### config.mk
export PLATFORM = sky130hd
export DESIGN_NAME = pll_dyn_ctrl
export DESIGN_NICKNAME = d
export VERILOG_FILES = /design/src/rtl/pll_dyn_ctrl.sv
export SDC_FILE = /design/constraint.sdc
export NUM_CORES = 1
export LEC_CHECK = 0
export BUFFER_PORTS_ARGS = -buffer_cell sky130_fd_sc_hd__clkbuf_2
export CAP_MARGIN = 20
export CORE_AREA = 2 2 103 105
export DETAILED_ROUTE_END_ITERATION = 8
export DIE_AREA = 0 0 105 107
export HOLD_SLACK_MARGIN = 0.02
export PLACE_DENSITY = 0.62
export SLEW_MARGIN = 20
export SYNTH_ARGS = -nofsm -noshare
export SYNTH_HDL_FRONTEND = slang
export SYNTH_SLANG_ARGS = --single-unit
### constraint.sdc
create_clock -name clk -period 2.06 [get_ports clk]
set_clock_uncertainty 0.15 [all_clocks]
set_input_delay 0.103 -clock clk [delete_from_list [all_inputs] [get_ports clk]]
set_output_delay 0.103 -clock clk [all_outputs]
set_load 0.01 [all_outputs]
### src/rtl/pll_dyn_ctrl.sv
// pll_dyn_ctrl
//   Sequencing and dynamic-ratio controller for a GTP_PLL_E3 instance.
//   Runs a reset -> lock filter -> ready sequence with a lock timeout and a
//   bounded number of retries. It accepts runtime divider/duty reconfiguration
//   through a valid/ready handshake.
//
// Ports
//   clk            in   free-running reference clock (PLL input clock)
//   rst_n          in   asynchronous active-low reset
//   cfg_valid      in   reconfiguration request
//   cfg_ready      out  request can be accepted (LOCKED or FAIL)
//   cfg_idiv       in   requested input divider
//   cfg_fdiv       in   requested feedback divider
//   cfg_odiv       in   requested output dividers, channel 0 in the LSBs
//   cfg_duty       in   requested duty values (half-VCO-cycle units)
//   pll_lock_raw   in   PLL LOCK, asynchronous to clk
//   pll_rst        out  PLL RST
//   ratioi/ratiof  out  PLL RATIOI / RATIOF
//   ratio_o/duty_o out  PLL RATIO0..n / DUTY0..n
//   clk_ready      out  filtered lock indication
//   busy           out  sequence in progress (RESET or WAIT_LOCK)
//   cfg_err        out  one-cycle pulse when a request is rejected
//   fail           out  retries exhausted
//   lock_loss_cnt  out  saturating count of lock drops while LOCKED
//
// State      | meaning
// -----------+---------------------------------------------------------
// ST_RESET   | PLL held in reset for RST_CYCLES cycles
// ST_WAIT    | waiting for LOCK_FILTER consecutive lock samples, with timeout
// ST_LOCKED  | lock qualified, clk_ready high, requests accepted
// ST_FAIL    | retries exhausted, PLL held in reset until a good request

module pll_dyn_ctrl #(
  parameter int                           NUM_OUT      = 1,
  parameter int                           RATIO_W      = 10,
  parameter logic [RATIO_W-1:0]           DEF_IDIV     = RATIO_W'(1),
  parameter logic [RATIO_W-1:0]           DEF_FDIV     = RATIO_W'(24),
  parameter logic [NUM_OUT*RATIO_W-1:0]   DEF_ODIV     = {NUM_OUT{10'd5}},
  parameter logic [NUM_OUT*RATIO_W-1:0]   DEF_DUTY     = {NUM_OUT{10'd5}},
  parameter int                           RST_CYCLES   = 16,
  parameter int                           LOCK_FILTER  = 64,
  parameter int                           LOCK_TIMEOUT = 4096,
  parameter int                           MAX_RETRY    = 3
) (
  input  logic                         clk,
  input  logic                         rst_n,
  input  logic                         cfg_valid,
  output logic                         cfg_ready,
  input  logic [RATIO_W-1:0]           cfg_idiv,
  input  logic [RATIO_W-1:0]           cfg_fdiv,
  input  logic [NUM_OUT*RATIO_W-1:0]   cfg_odiv,
  input  logic [NUM_OUT*RATIO_W-1:0]   cfg_duty,
  input  logic                         pll_lock_raw,
  output logic                         pll_rst,
  output logic [RATIO_W-1:0]           ratioi,
  output logic [RATIO_W-1:0]           ratiof,
  output logic [NUM_OUT*RATIO_W-1:0]   ratio_o,
  output logic [NUM_OUT*RATIO_W-1:0]   duty_o,
  output logic                         clk_ready,
  output logic                         busy,
  output logic                         cfg_err,
  output logic                         fail,
  output logic [7:0]                   lock_loss_cnt
);

  localparam int RST_W  = $clog2(RST_CYCLES + 1);
  localparam int FILT_W = $clog2(LOCK_FILTER + 1);
  localparam int TO_W   = $clog2(LOCK_TIMEOUT + 1);
  localparam int RTY_W  = (MAX_RETRY < 1) ? 1 : $clog2(MAX_RETRY + 1);

  localparam logic [RST_W-1:0]  RST_LAST  = RST_W'(RST_CYCLES - 1);
  localparam logic [FILT_W-1:0] FILT_LAST = FILT_W'(LOCK_FILTER - 1);
  localparam logic [TO_W-1:0]   TO_LAST   = TO_W'(LOCK_TIMEOUT - 1);
  localparam logic [RTY_W-1:0]  RTY_MAX   = RTY_W'(MAX_RETRY);

  typedef enum logic [1:0] {
    ST_RESET  = 2'd0,
    ST_WAIT   = 2'd1,
    ST_LOCKED = 2'd2,
    ST_FAIL   = 2'd3
  } state_t;

  state_t              state, state_nxt;
  logic [RST_W-1:0]    rst_cnt, rst_cnt_nxt;
  logic [FILT_W-1:0]   filt_cnt, filt_nxt;
  logic [TO_W-1:0]     to_cnt, to_nxt;
  logic [RTY_W-1:0]    rty_cnt, rty_nxt;
  logic [7:0]          llc_nxt;
  logic                err_nxt;
  logic                load_cfg;
  logic                xfer;
  logic                cfg_ok;
  logic                lock_meta, lock_s;

  // Two-flop synchroniser for the asynchronous PLL lock.
  always_ff @(posedge clk or negedge rst_n) begin
    if (!rst_n) begin
      lock_meta <= 1'b0;
      lock_s    <= 1'b0;
    end else begin
      lock_meta <= pll_lock_raw;
      lock_s    <= lock_meta;
    end
  end

  // Duty is in half-VCO-cycle units, so it must stay below 2*odiv. The
  // comparison uses one extra bit so that 2*odiv cannot overflow.
  function automatic logic cfg_is_valid(
    input logic [RATIO_W-1:0]         idiv,
    input logic [RATIO_W-1:0]         fdiv,
    input logic [NUM_OUT*RATIO_W-1:0] odiv,
    input logic [NUM_OUT*RATIO_W-1:0] duty
  );
    logic               ok;
    logic [RATIO_W-1:0] od;
    logic [RATIO_W-1:0] du;
    ok = (idiv != '0) && (fdiv != '0);
    for (int ch = 0; ch < NUM_OUT; ch++) begin
      od = odiv[ch*RATIO_W +: RATIO_W];
      du = duty[ch*RATIO_W +: RATIO_W];
      if (od == '0 || du == '0) ok = 1'b0;
      if ({1'b0, du} >= {od, 1'b0}) ok = 1'b0;
    end
    return ok;
  endfunction

  assign cfg_ok    = cfg_is_valid(cfg_idiv, cfg_fdiv, cfg_odiv, cfg_duty);
  assign cfg_ready = (state == ST_LOCKED) || (state == ST_FAIL);
  assign xfer      = cfg_valid && cfg_ready;
  assign busy      = (state == ST_RESET) || (state == ST_WAIT);
  assign fail      = (state == ST_FAIL);

  always_ff @(posedge clk or negedge rst_n) begin
    if (!rst_n) begin
      state         <= ST_RESET;
      rst_cnt       <= '0;
      filt_cnt      <= '0;
      to_cnt        <= '0;
      rty_cnt       <= '0;
      lock_loss_cnt <= '0;
      cfg_err       <= 1'b0;
    end else begin
      state         <= state_nxt;
      rst_cnt       <= rst_cnt_nxt;
      filt_cnt      <= filt_nxt;
      to_cnt        <= to_nxt;
      rty_cnt       <= rty_nxt;
      lock_loss_cnt <= llc_nxt;
      cfg_err       <= err_nxt;
    end
  end

  always_comb begin
    state_nxt   = state;
    rst_cnt_nxt = rst_cnt;
    filt_nxt    = filt_cnt;
    to_nxt      = to_cnt;
    rty_nxt     = rty_cnt;
    llc_nxt     = lock_loss_cnt;
    err_nxt     = 1'b0;
    load_cfg    = 1'b0;

    case (state)
      ST_RESET: begin
        if (rst_cnt == RST_LAST) begin
          state_nxt   = ST_WAIT;
          rst_cnt_nxt = '0;
          filt_nxt    = '0;
          to_nxt      = '0;
        end else begin
          rst_cnt_nxt = rst_cnt + 1'b1;
        end
      end
      ST_WAIT: begin
        filt_nxt = lock_s ? filt_cnt + 1'b1 : '0;
        to_nxt   = to_cnt + 1'b1;
        // Filter completion is checked first so it wins over a coincident timeout.
        if (lock_s && filt_cnt == FILT_LAST) begin
          state_nxt = ST_LOCKED;
          rty_nxt   = '0;
          filt_nxt  = '0;
          to_nxt    = '0;
        end else if (to_cnt == TO_LAST) begin
          filt_nxt = '0;
          to_nxt   = '0;
          if (rty_cnt < RTY_MAX) begin
            rty_nxt     = rty_cnt + 1'b1;
            rst_cnt_nxt = '0;
            state_nxt   = ST_RESET;
          end else begin
            state_nxt = ST_FAIL;
          end
        end
      end
      ST_LOCKED: begin
        // Lock loss re-qualifies without touching the PLL reset.
        if (!lock_s) begin
          if (lock_loss_cnt != 8'hFF) llc_nxt = lock_loss_cnt + 8'd1;
          state_nxt = ST_WAIT;
          filt_nxt  = '0;
          to_nxt    = '0;
        end
      end
      ST_FAIL: begin
      end
      default: state_nxt = ST_RESET;
    endcase

    // A request overrides the state decision above. An accepted request keeps
    // any lock-loss count from the same cycle; a rejected one freezes everything.
    if (xfer) begin
      if (cfg_ok) begin
        load_cfg    = 1'b1;
        state_nxt   = ST_RESET;
        rst_cnt_nxt = '0;
        rty_nxt     = '0;
        filt_nxt    = '0;
        to_nxt      = '0;
      end else begin
        err_nxt   = 1'b1;
        state_nxt = state;
        filt_nxt  = filt_cnt;
        to_nxt    = to_cnt;
        llc_nxt   = lock_loss_cnt;
      end
    end
  end

  // pll_rst and clk_ready are registered so that the PLL pin and the system
  // see clean levels rather than a decode of the state bits.
  always_ff @(posedge clk or negedge rst_n) begin
    if (!rst_n) begin
      pll_rst   <= 1'b1;
      clk_ready <= 1'b0;
    end else begin
      pll_rst   <= (state_nxt == ST_RESET) || (state_nxt == ST_FAIL);
      clk_ready <= (state_nxt == ST_LOCKED);
    end
  end

  // Ratios load only together with the move to RESET, so they never change
  // while the PLL is running.
  always_ff @(posedge clk or negedge rst_n) begin
    if (!rst_n) begin
      ratioi  <= DEF_IDIV;
      ratiof  <= DEF_FDIV;
      ratio_o <= DEF_ODIV;
      duty_o  <= DEF_DUTY;
    end else if (load_cfg) begin
      ratioi  <= cfg_idiv;
      ratiof  <= cfg_fdiv;
      ratio_o <= cfg_odiv;
      duty_o  <= cfg_duty;
    end
  end

endmodule

==> metrics, run 1 <==
Max FO, Critical Path 17; peak supply drop 0.6383 mV; layout cells sized above 1 46.94%; data arrival time of the critical path 2.12 ns; Placed Instances 622; total power 6.406 mW; H-tree depth 3; final worst path period share 98.53%; Post-synth EDFFs 0; gr ovfl total 0; CP Capture Type flop; cells on worst reg2reg path 8; fmax 492.7 MHz; CP Data Required Time 2.15 ns; largest area contributor in the netlist dfrtp_1; Via density 4.951; Die H 107 um; post-synthesis cell count 344; worst r2r src filt_cnt[1]; Pre-antenna DRT Iters 4; Clock Sinks 82; clk root buf clkbuf_8; CTS tree done; WL met2 5.215 mm; antenna-violating nets left 0; diode count 0; FF-to-FF End to_cnt[6]; RePlAce Congestion 0.8099; WL met3 442 um; Hold Path End ratiof[1]; Slew headroom 63.44%; Pleak 2.813 nW; die area 0.01124 mm^2; crit path kind in2reg; most common cell after layout, fill and taps aside clkbuf_2; Die Wd 105 um; met1 WL 4.467 mm; sequential share of the synthesized area 51.89%; first-pass GRT wire length 16.71 mm; Ys Warns 0; CTS clk-pin slew, worst paths 0.09 ns; Top Ports 98; CTS buffer count 9; status completed; MaxCap Viol Count 0; mapped cell area 0.003974 mm^2; Avg Cell Area, Syn 11.55 um^2; # setup viols final 0; Least-Margin Pin Slew 0.5483 ns; Synth async-reset ratio 100.0%; clk buf depth 2; # DRC 0; largest net degree at the start of global routing 43; worst hold path type in2reg; RSZ-0062 raised after global routing true; commonest cells after routing, fill and taps aside clkbuf_2, dfrtp_1, buf_4, dlygate4sd3_1, mux2_2; Initial Utilization 39.38%; hpwl dp 6.904 mm; crit start category input port; Top Metal Used met4; Final Hold Fails 0; Period minus WS final 2.030 ns; initial antenna violation count 0; pwr/cell area 1081 mW/mm^2; ys flop type dfrtp_1; syn_nets 402; routed vias 3,426; DR WL/cell 14.74 um; area fraction of the dominant cell type after synthesis 46.60%; Clock Latency Late Sink 0.35 ns; Area contributors post-synth dfrtp_1, mux2_2, dfstp_2, mux2_4, ha_1; final non-filler cell total 692; HP Start cfg_fdiv[1]; site row count 37; final WL 10.20 mm; Core ar. 0.01009 mm^2; Layout Nets 609; number of port buffers 97; GRT Util Overall 18.24%; Worst R2R Setup Slack 0.05 ns; Yosys cell types 49; number of global-route vias before repair 3,599; fin. max-slew vios 0; # fillers 863; synth-to-layout area growth 49.15%; hold path depth 2; initial DRC count 83; hold slack final 0.01584 ns; synthesized flop and latch total 82; Setup Total Neg Slack 0 ns
-- worst max-delay path by stage --
| stage | start | endpoint | slack (ns) | cells after the start |
|---|---|---|---|---|
| floorplan | cfg_odiv[5] | to_cnt[6] | -0.03 | 9 |
| global placement | cfg_odiv[7] | filt_cnt[6] | -0.44 | 9 |
| detailed placement | cfg_odiv[7] | filt_cnt[6] | -0.51 | 9 |
| CTS | rst_cnt[1] | to_cnt[12] | 0.006 | 6 |
| global route | filt_cnt[0] | to_cnt[11] | -0.07 | 8 |
| finish | cfg_fdiv[2] | ratio_o[7] | 0.03 | 10 |
-- flip-flops by register name, indices dropped and copies added (netlist names) --
register	flops
cfg_err	1
clk_ready	1
duty_o	10
filt_cnt	7
lock_loss_cnt	8
lock_meta	1
lock_s	1
pll_rst	1
ratio_o	10
ratiof	10
ratioi	10
rst_cnt	5
rty_cnt	2
state	2
to_cnt	13
-- per-stage QoR --
stage	area, um^2	worst slack (ns)	util (%)
floorplan	3984	-0.02691	-
global placement	5041	-0.4412	49.95
detailed placement	5041	-0.5122	49.95
CTS	5640	0.006251	55.89
global route	5927	-0.06757	58.73
finish	5927	0.03024	58.73
-- cell usage after synthesis (all sizes together), types with 2 or more instances --
library cell and instances:
o31a 2, nor4b 2, a21oi 19, nand2b 3, a22o 6, nand3 14
mux2 42, and2 2, inv 16, nor2b 2, or4 2, dfrtp 74
dfstp 8, nand4 4, xnor2 2, nor4 8, nand2 24, clkbuf 5
nor3 7, a2bb2oi 2, a31oi 14, nor2 19, o21a 2, nor3b 3
xor2 7, ha 14, a21boi 2, o31ai 2, buf 9, o21ai 6
and3 9
-- worst max-delay path, stage by stage --
cell	delay (ns)
dlygate4sd3_1	0.54
clkbuf_2	0.13
nor4_2	0.04
nand3_1	0.11
o211ai_1	0.12
buf_4	0.16
nor4b_4	0.24
buf_6	0.18
buf_12	0.16
mux2_2	0.34
-- cell families (layout without fill, tap and decap cells) --
kind of cell	Yosys count	after routing	share of synthesized area (%)
compound gates	64	64	10.77
xor+xnor	9	9	1.984
fa+ha+maj	14	14	4.408
buf+inv	30	242	3.747
flops	82	82	51.89
mux	42	42	13.22
simple gates	103	103	13.98
-- routing by layer --
metal	vias to the layer above	GRT usage, %
met3	8	4.742
li1	1670	-
met1	1667	22.46
met5	-	0
met2	81	32.05
met4	0	4.381
-- power by group --
part	internal, mW	switching (mW)	total [mW]
sequential	2.27	0.388	2.66
combinational	1.45	1.28	2.72
clock	0.440	0.588	1.03
-- final cells by class --
cell class                 count  area, um^2  area share [%]
timing repair buffer         210        1540           25.99
clock buffer                  12       135.1           2.280
inverter                      16       60.06           1.013
clock inverter                 4       28.78          0.4855
tap                          136       170.2           2.871
sequential                    82        2062           34.79
multi-input combinational    232        1931           32.57
-- what timing repair did --
item	in CTS	in global routing
endpoints found under the hold margin	83	0
setup buffers	0	9
pin swaps	1	8
setup endpoints to repair	16	36
gates resized for setup	2	39
hold buffers	43	0
cloned	0	4
No activity file was read; power rests on OpenSTA's default activity.
==> inputs of run 2 (changes only) <==
--- a/config.mk
+++ b/config.mk
@@ -5,13 +5,14 @@
 export SDC_FILE = /design/constraint.sdc
 export NUM_CORES = 1
 export LEC_CHECK = 0
+export ABC_AREA = 1
 export BUFFER_PORTS_ARGS = -buffer_cell sky130_fd_sc_hd__clkbuf_2
 export CAP_MARGIN = 20
-export CORE_AREA = 2 2 103 105
+export CORE_AREA = 2 2 107 109
 export DETAILED_ROUTE_END_ITERATION = 8
-export DIE_AREA = 0 0 105 107
+export DIE_AREA = 0 0 109 111
 export HOLD_SLACK_MARGIN = 0.02
-export PLACE_DENSITY = 0.62
+export PLACE_DENSITY = 0.61
 export SLEW_MARGIN = 20
 export SYNTH_ARGS = -nofsm -noshare
 export SYNTH_HDL_FRONTEND = slang
==> metrics, run 2 <==
crit start category flop; Via density 4.671; synth-to-layout area growth 36.78%; final worst path period share 96.56%; pwr/cell area 1186 mW/mm^2; gr ovfl total 0; RePlAce Congestion 0.8361; Pre-antenna DRT Iters 6; Post-Synth XOR/XNOR Area 3.911%; number of global-route vias before repair 3,751; Clock Sinks 82; register with the most flip-flops to_cnt; Clock Latency Late Sink 0.34 ns; final WL 10.43 mm; # DRC 0; syn_nets 584; synthesized flop and latch total 82; Max FO, Critical Path 4; CTS tree done; clk root buf clkbuf_16; Synth Area in Simple Gates 31.84%; largest area contributor in the netlist dfrtp_1; ys flop type dfrtp_1; status completed; # fillers 1,025; sequential cell area 0.002062 mm^2; Post-synth EDFFs 0; Top Ports 98; fmax 502.7 MHz; data arrival time of the critical path 2.13 ns; Pleak 3.186 nW; hpwl dp 7.132 mm; number of port buffers 97; max reg flops 13; Initial Utilization 38.42%; commonest cells after routing, fill and taps aside nand2_1, clkbuf_2, dfrtp_1, inv_1, dlygate4sd3_1; area fraction of the dominant cell type after synthesis 43.52%; Layout Nets 739; DR WL/cell 12.58 um; crit path kind reg2reg; Ys Warns 0; CP Data Required Time 2.20 ns; Slew headroom 63.63%; Least-Margin Pin Slew 0.5455 ns; most common cell after layout, fill and taps aside nand2_1; RSZ-0062 raised after global routing true; GRT Util Overall 18.23%; Avg Cell Area, Syn 8.090 um^2; Synth async-reset ratio 100.0%; Period minus WS final 1.989 ns; Die Wd 109 um; largest family of logic cells by synthesized area simple AND/OR/NAND/NOR gates; clk buf depth 2; post-synthesis cell count 526; sequential share of the synthesized area 48.46%; layout cells sized above 1 25.07%; Yosys cell types 39; MaxCap Viol Count 0; initial DRC count 232; area of the multi-input gates 0.001934 mm^2; Synth Area in Adders 4.116%; post-layout instance area 0.005821 mm^2; most frequent cell after synthesis nand2_1; die area 0.01210 mm^2; routed vias 3,872; first-pass GRT wire length 17.34 mm; peak supply drop 0.6510 mV; Final Hold Fails 0; CP Capture Type flop; mapped cell area 0.004255 mm^2; Core ar. 0.01108 mm^2; CTS clk-pin slew, worst paths 0.07 ns; # setup viols final 0; worst hold path type in2async; H-tree depth 3; Die H 111 um; Worst R2R Setup Slack 0.07 ns; initial antenna violation count 0; site row count 39; mux cell area share after synthesis 0%; antenna-violating nets left 0; CTS buffer count 9; Area contributors post-synth dfrtp_1, nand2_1, dfstp_2, inv_1, ha_1; compound-gate portion of the synthesized area 4.410%; top cell types by occurrence after synthesis nand2_1, dfrtp_1, inv_1; fin. max-slew vios 0; largest net degree at the start of global routing 44; total power 6.902 mW; diode count 0; Area after DPL 0.004918 mm^2
==> run 2: layout make-up <==
class,count,share of cell area [%]
multi-input combinational,378,33.23
clock inverter,7,2.128
clock buffer,9,3.869
sequential,82,35.43
tap,143,3.074
timing repair buffer,158,18.77
inverter,52,3.504
==> run 2: per-layer routing <==
metal	routed length, um	part of all wire (%)	GRT usage [%]	vias up
met5	0	0	0	-
met4	166	1.6	7.350	0
met3	522	5.0	3.645	13
met2	5225	50	30.64	95
met1	4514	43	22.64	1813
li1	-	-	-	1951
==> run 2: per-stage QoR <==
stage	hold WS, ns	setup TNS (ns)	worst slack, ns	utilization [%]	std cells
floorplan	-0.3426	0	0.2038	-	526
global placement	-0.01880	0	0.1094	44.40	763
detailed placement	-0.01579	0	0.01903	44.40	763
CTS	0.1577	0	0.01482	51.44	822
global route	0.2080	-0.08894	-0.04436	52.55	829
finish	0.1411	0	0.07077	52.55	829
==> run 2: critical path, stage by stage (launching register included) <==
cell	delay, ns
dfrtp_1	0.39
ha_2	0.20
nand2_2	0.08
nor2_4	0.13
nand4_1	0.18
nand2_2	0.17
nand3_2	0.11
nand2_2	0.09
nand3_2	0.06
nand2_2	0.08
inv_2	0.05
ha_4	0.25
==> run 2: power breakdown <==
| group | internal [mW] | switching, mW |
|---|---|---|
| clock | 1.20 | 0.697 |
| sequential | 2.19 | 0.379 |
| combinational | 1.03 | 1.41 |
| total | 4.42 | 2.48 |
==> run 2: kinds of logic after synthesis <==
group	after synthesis
flops	82
fa+ha+maj	14
compound gates	32
simple gates	313
xor+xnor	19
buf+inv	66
==> run 2: final timing paths <==
check                          start           to  cells past startpoint
max                        to_cnt[0]      pll_rst                     11
min                            rst_n  filt_cnt[2]                      2
min reg2reg                lock_meta       lock_s                      0
min in group clk           lock_meta       lock_s                      0
max reg2reg                to_cnt[0]      pll_rst                     11
max in group asynchronous      rst_n      pll_rst                      3
==> run 2: timing repair <==
| action | 4_1_cts | 5_1_grt |
|---|---|---|
| setup buffers | 0 | 8 |
| resized for setup | 0 | 17 |
| endpoints found under the hold margin | 81 | 0 |
| hold buffers | 43 | 0 |
| setup endpoints to repair | 0 | 34 |
==> inputs of run 3 (changes only) <==
--- a/config.mk
+++ b/config.mk
@@ -13,6 +13,7 @@
 export DIE_AREA = 0 0 109 111
 export HOLD_SLACK_MARGIN = 0.02
 export PLACE_DENSITY = 0.61
+export REMOVE_ABC_BUFFERS = 1
 export SLEW_MARGIN = 20
 export SYNTH_ARGS = -nofsm -noshare
 export SYNTH_HDL_FRONTEND = slang
==> constraint.sdc (replaced) <==
create_clock -name clk -period 2.06 [get_ports clk]
set_clock_uncertainty 0.15 [all_clocks]
set_input_delay 0.206 -clock clk [delete_from_list [all_inputs] [get_ports clk]]
set_output_delay 0.206 -clock clk [all_outputs]
set_load 0.01 [all_outputs]
==> metrics, run 3 (synthesis gave the netlist of run 2 again) <==
post-layout instance area 0.005751 mm^2; Clock Latency Late Sink 0.33 ns; Top Ports 98; site row count 39; Critical Path Stages 11; Worst path max stage delay 0.39 ns; pwr/cell area 1160 mW/mm^2; worst hold path type in2reg; commonest cells after routing, fill and taps aside nand2_1, clkbuf_2, dfrtp_1, inv_1, dlygate4sd3_1; GRT Util Overall 17.77%; Final Hold Fails 0; initial antenna violation count 0; CP Cell Sequence ha_2 > nand2_2 > nor2_2 > nand4_1 > nand2_2 > nand3_2 > nand2_2 > nand3_2 > nand2_1 > inv_1 > ha_1; CTS buffer count 9; Slew headroom 74.52%; Via density 4.624; largest net degree at the start of global routing 56; synth-to-layout area growth 35.14%; Initial Utilization 38.42%; number of port buffers 97; Max FO, Critical Path 4; final worst path period share 94.19%; DR WL/cell 12.01 um; data arrival time of the critical path 2.05 ns; crit path kind reg2reg; RePlAce Congestion 0.8255; die area 0.01210 mm^2; Period minus WS final 1.940 ns; # DRC 0; Pleak 3.166 nW; CTS tree done; most common cell after layout, fill and taps aside nand2_1; critical path's most frequent cell nand2_2; antenna-violating nets left 0; final non-filler cell total 825; # setup viols final 0; routed vias 3,815; CTS clk-pin slew, worst paths 0.06 ns; Least-Margin Pin Slew 0.3808 ns; register with the most flip-flops to_cnt; CP delay by family, top simple AND/OR/NAND/NOR gates; Layout Nets 735; status completed; CP Capture Type flop; diode count 0; cells on worst reg2reg path 11; Clock Sinks 82; peak supply drop 0.5477 mV; Slowest cell on crit path dfrtp_1; initial DRC count 144; clk buf depth 2; crit start category flop; hold path depth 4; MaxCap Viol Count 0; layout cells sized above 1 25.22%; number of global-route vias before repair 3,801; max reg flops 13; hpwl dp 6.896 mm; final WL 9.907 mm; Die H 111 um; CP Data Required Time 2.17 ns; hold slack final 0.08940 ns; Core ar. 0.01108 mm^2; fmax 515.4 MHz; Pre-antenna DRT Iters 4; Placed Instances 767; clk root buf clkbuf_16; H-tree depth 3; Setup Total Neg Slack 0 ns; gr ovfl total 0; first-pass GRT wire length 17.18 mm; Buf+Inv Stages, Crit Path 1; Die Wd 109 um; Area after DPL 0.004974 mm^2; fin. max-slew vios 0
run 3: worst paths after layout:
path	from	to	slack, ns
max in group asynchronous	rst_n	lock_loss_cnt[2]	0.94
min	cfg_odiv[4]	ratio_o[4]	0.09
min reg2reg	lock_meta	lock_s	0.20
max	to_cnt[0]	pll_rst	0.12
max reg2reg	to_cnt[0]	pll_rst	0.12
min in group asynchronous	rst_n	duty_o[3]	0.16
run 3: what timing repair did:
item | in CTS | in global routing
hold endpoints to repair | 90 | 0
hold buffers | 40 | 0
resized for setup | 0 | 14
setup endpoints to repair | 0 | 11
setup buffers | 0 | 2
run 3: report_power, final:
group | total, mW | internal [mW] | switching, mW
registers | 2.58 | 2.19 | 0.382
logic | 2.37 | 1.02 | 1.35
clock network | 1.73 | 1.10 | 0.628
run 3: cell type report:
| type | count | area [um^2] |
|---|---|---|
| Clock buffer | 12 | 246.5 |
| Clock inverter | 4 | 73.82 |
| Fill cell | 1042 | 5326 |
| Inverter | 52 | 201.4 |
| Multi-Input combinational cell | 378 | 1922 |
| Sequential cell | 82 | 2062 |
| Tap cell | 143 | 178.9 |
| Timing Repair Buffer | 154 | 1066 |
run 3: routing by layer:
| metal | global-route usage [%] | wire, um | vias up |
|---|---|---|---|
| li1 | - | - | 1948 |
| met1 | 22.57 | 4432 | 1762 |
| met2 | 28.78 | 4854 | 88 |
| met3 | 5.409 | 456 | 17 |
| met4 | 5.641 | 163 | 0 |
| met5 | 0 | 0 | - |
run 3: through the flow:
step | utilization (%) | setup WS, ns | power [mW]
after global placement | 44.90 | 0.06617 | 4.830
final | 51.91 | 0.1197 | 6.673
after detailed placement | 44.90 | 0.02971 | 4.882
after global routing | 51.91 | -0.003474 | 7.201
after CTS | 51.41 | 0.09528 | 6.715
after floorplan | - | -0.05966 | 3.838
run 3: worst reg2reg max path, cell delays in order, from the launching register on:
cell     delay [ns]
dfrtp_1        0.39
ha_2           0.20
nand2_2        0.06
nor2_2         0.12
nand4_1        0.17
nand2_2        0.16
nand3_2        0.09
nand2_2        0.09
nand3_2        0.05
nand2_1        0.07
inv_1          0.04
ha_1           0.26
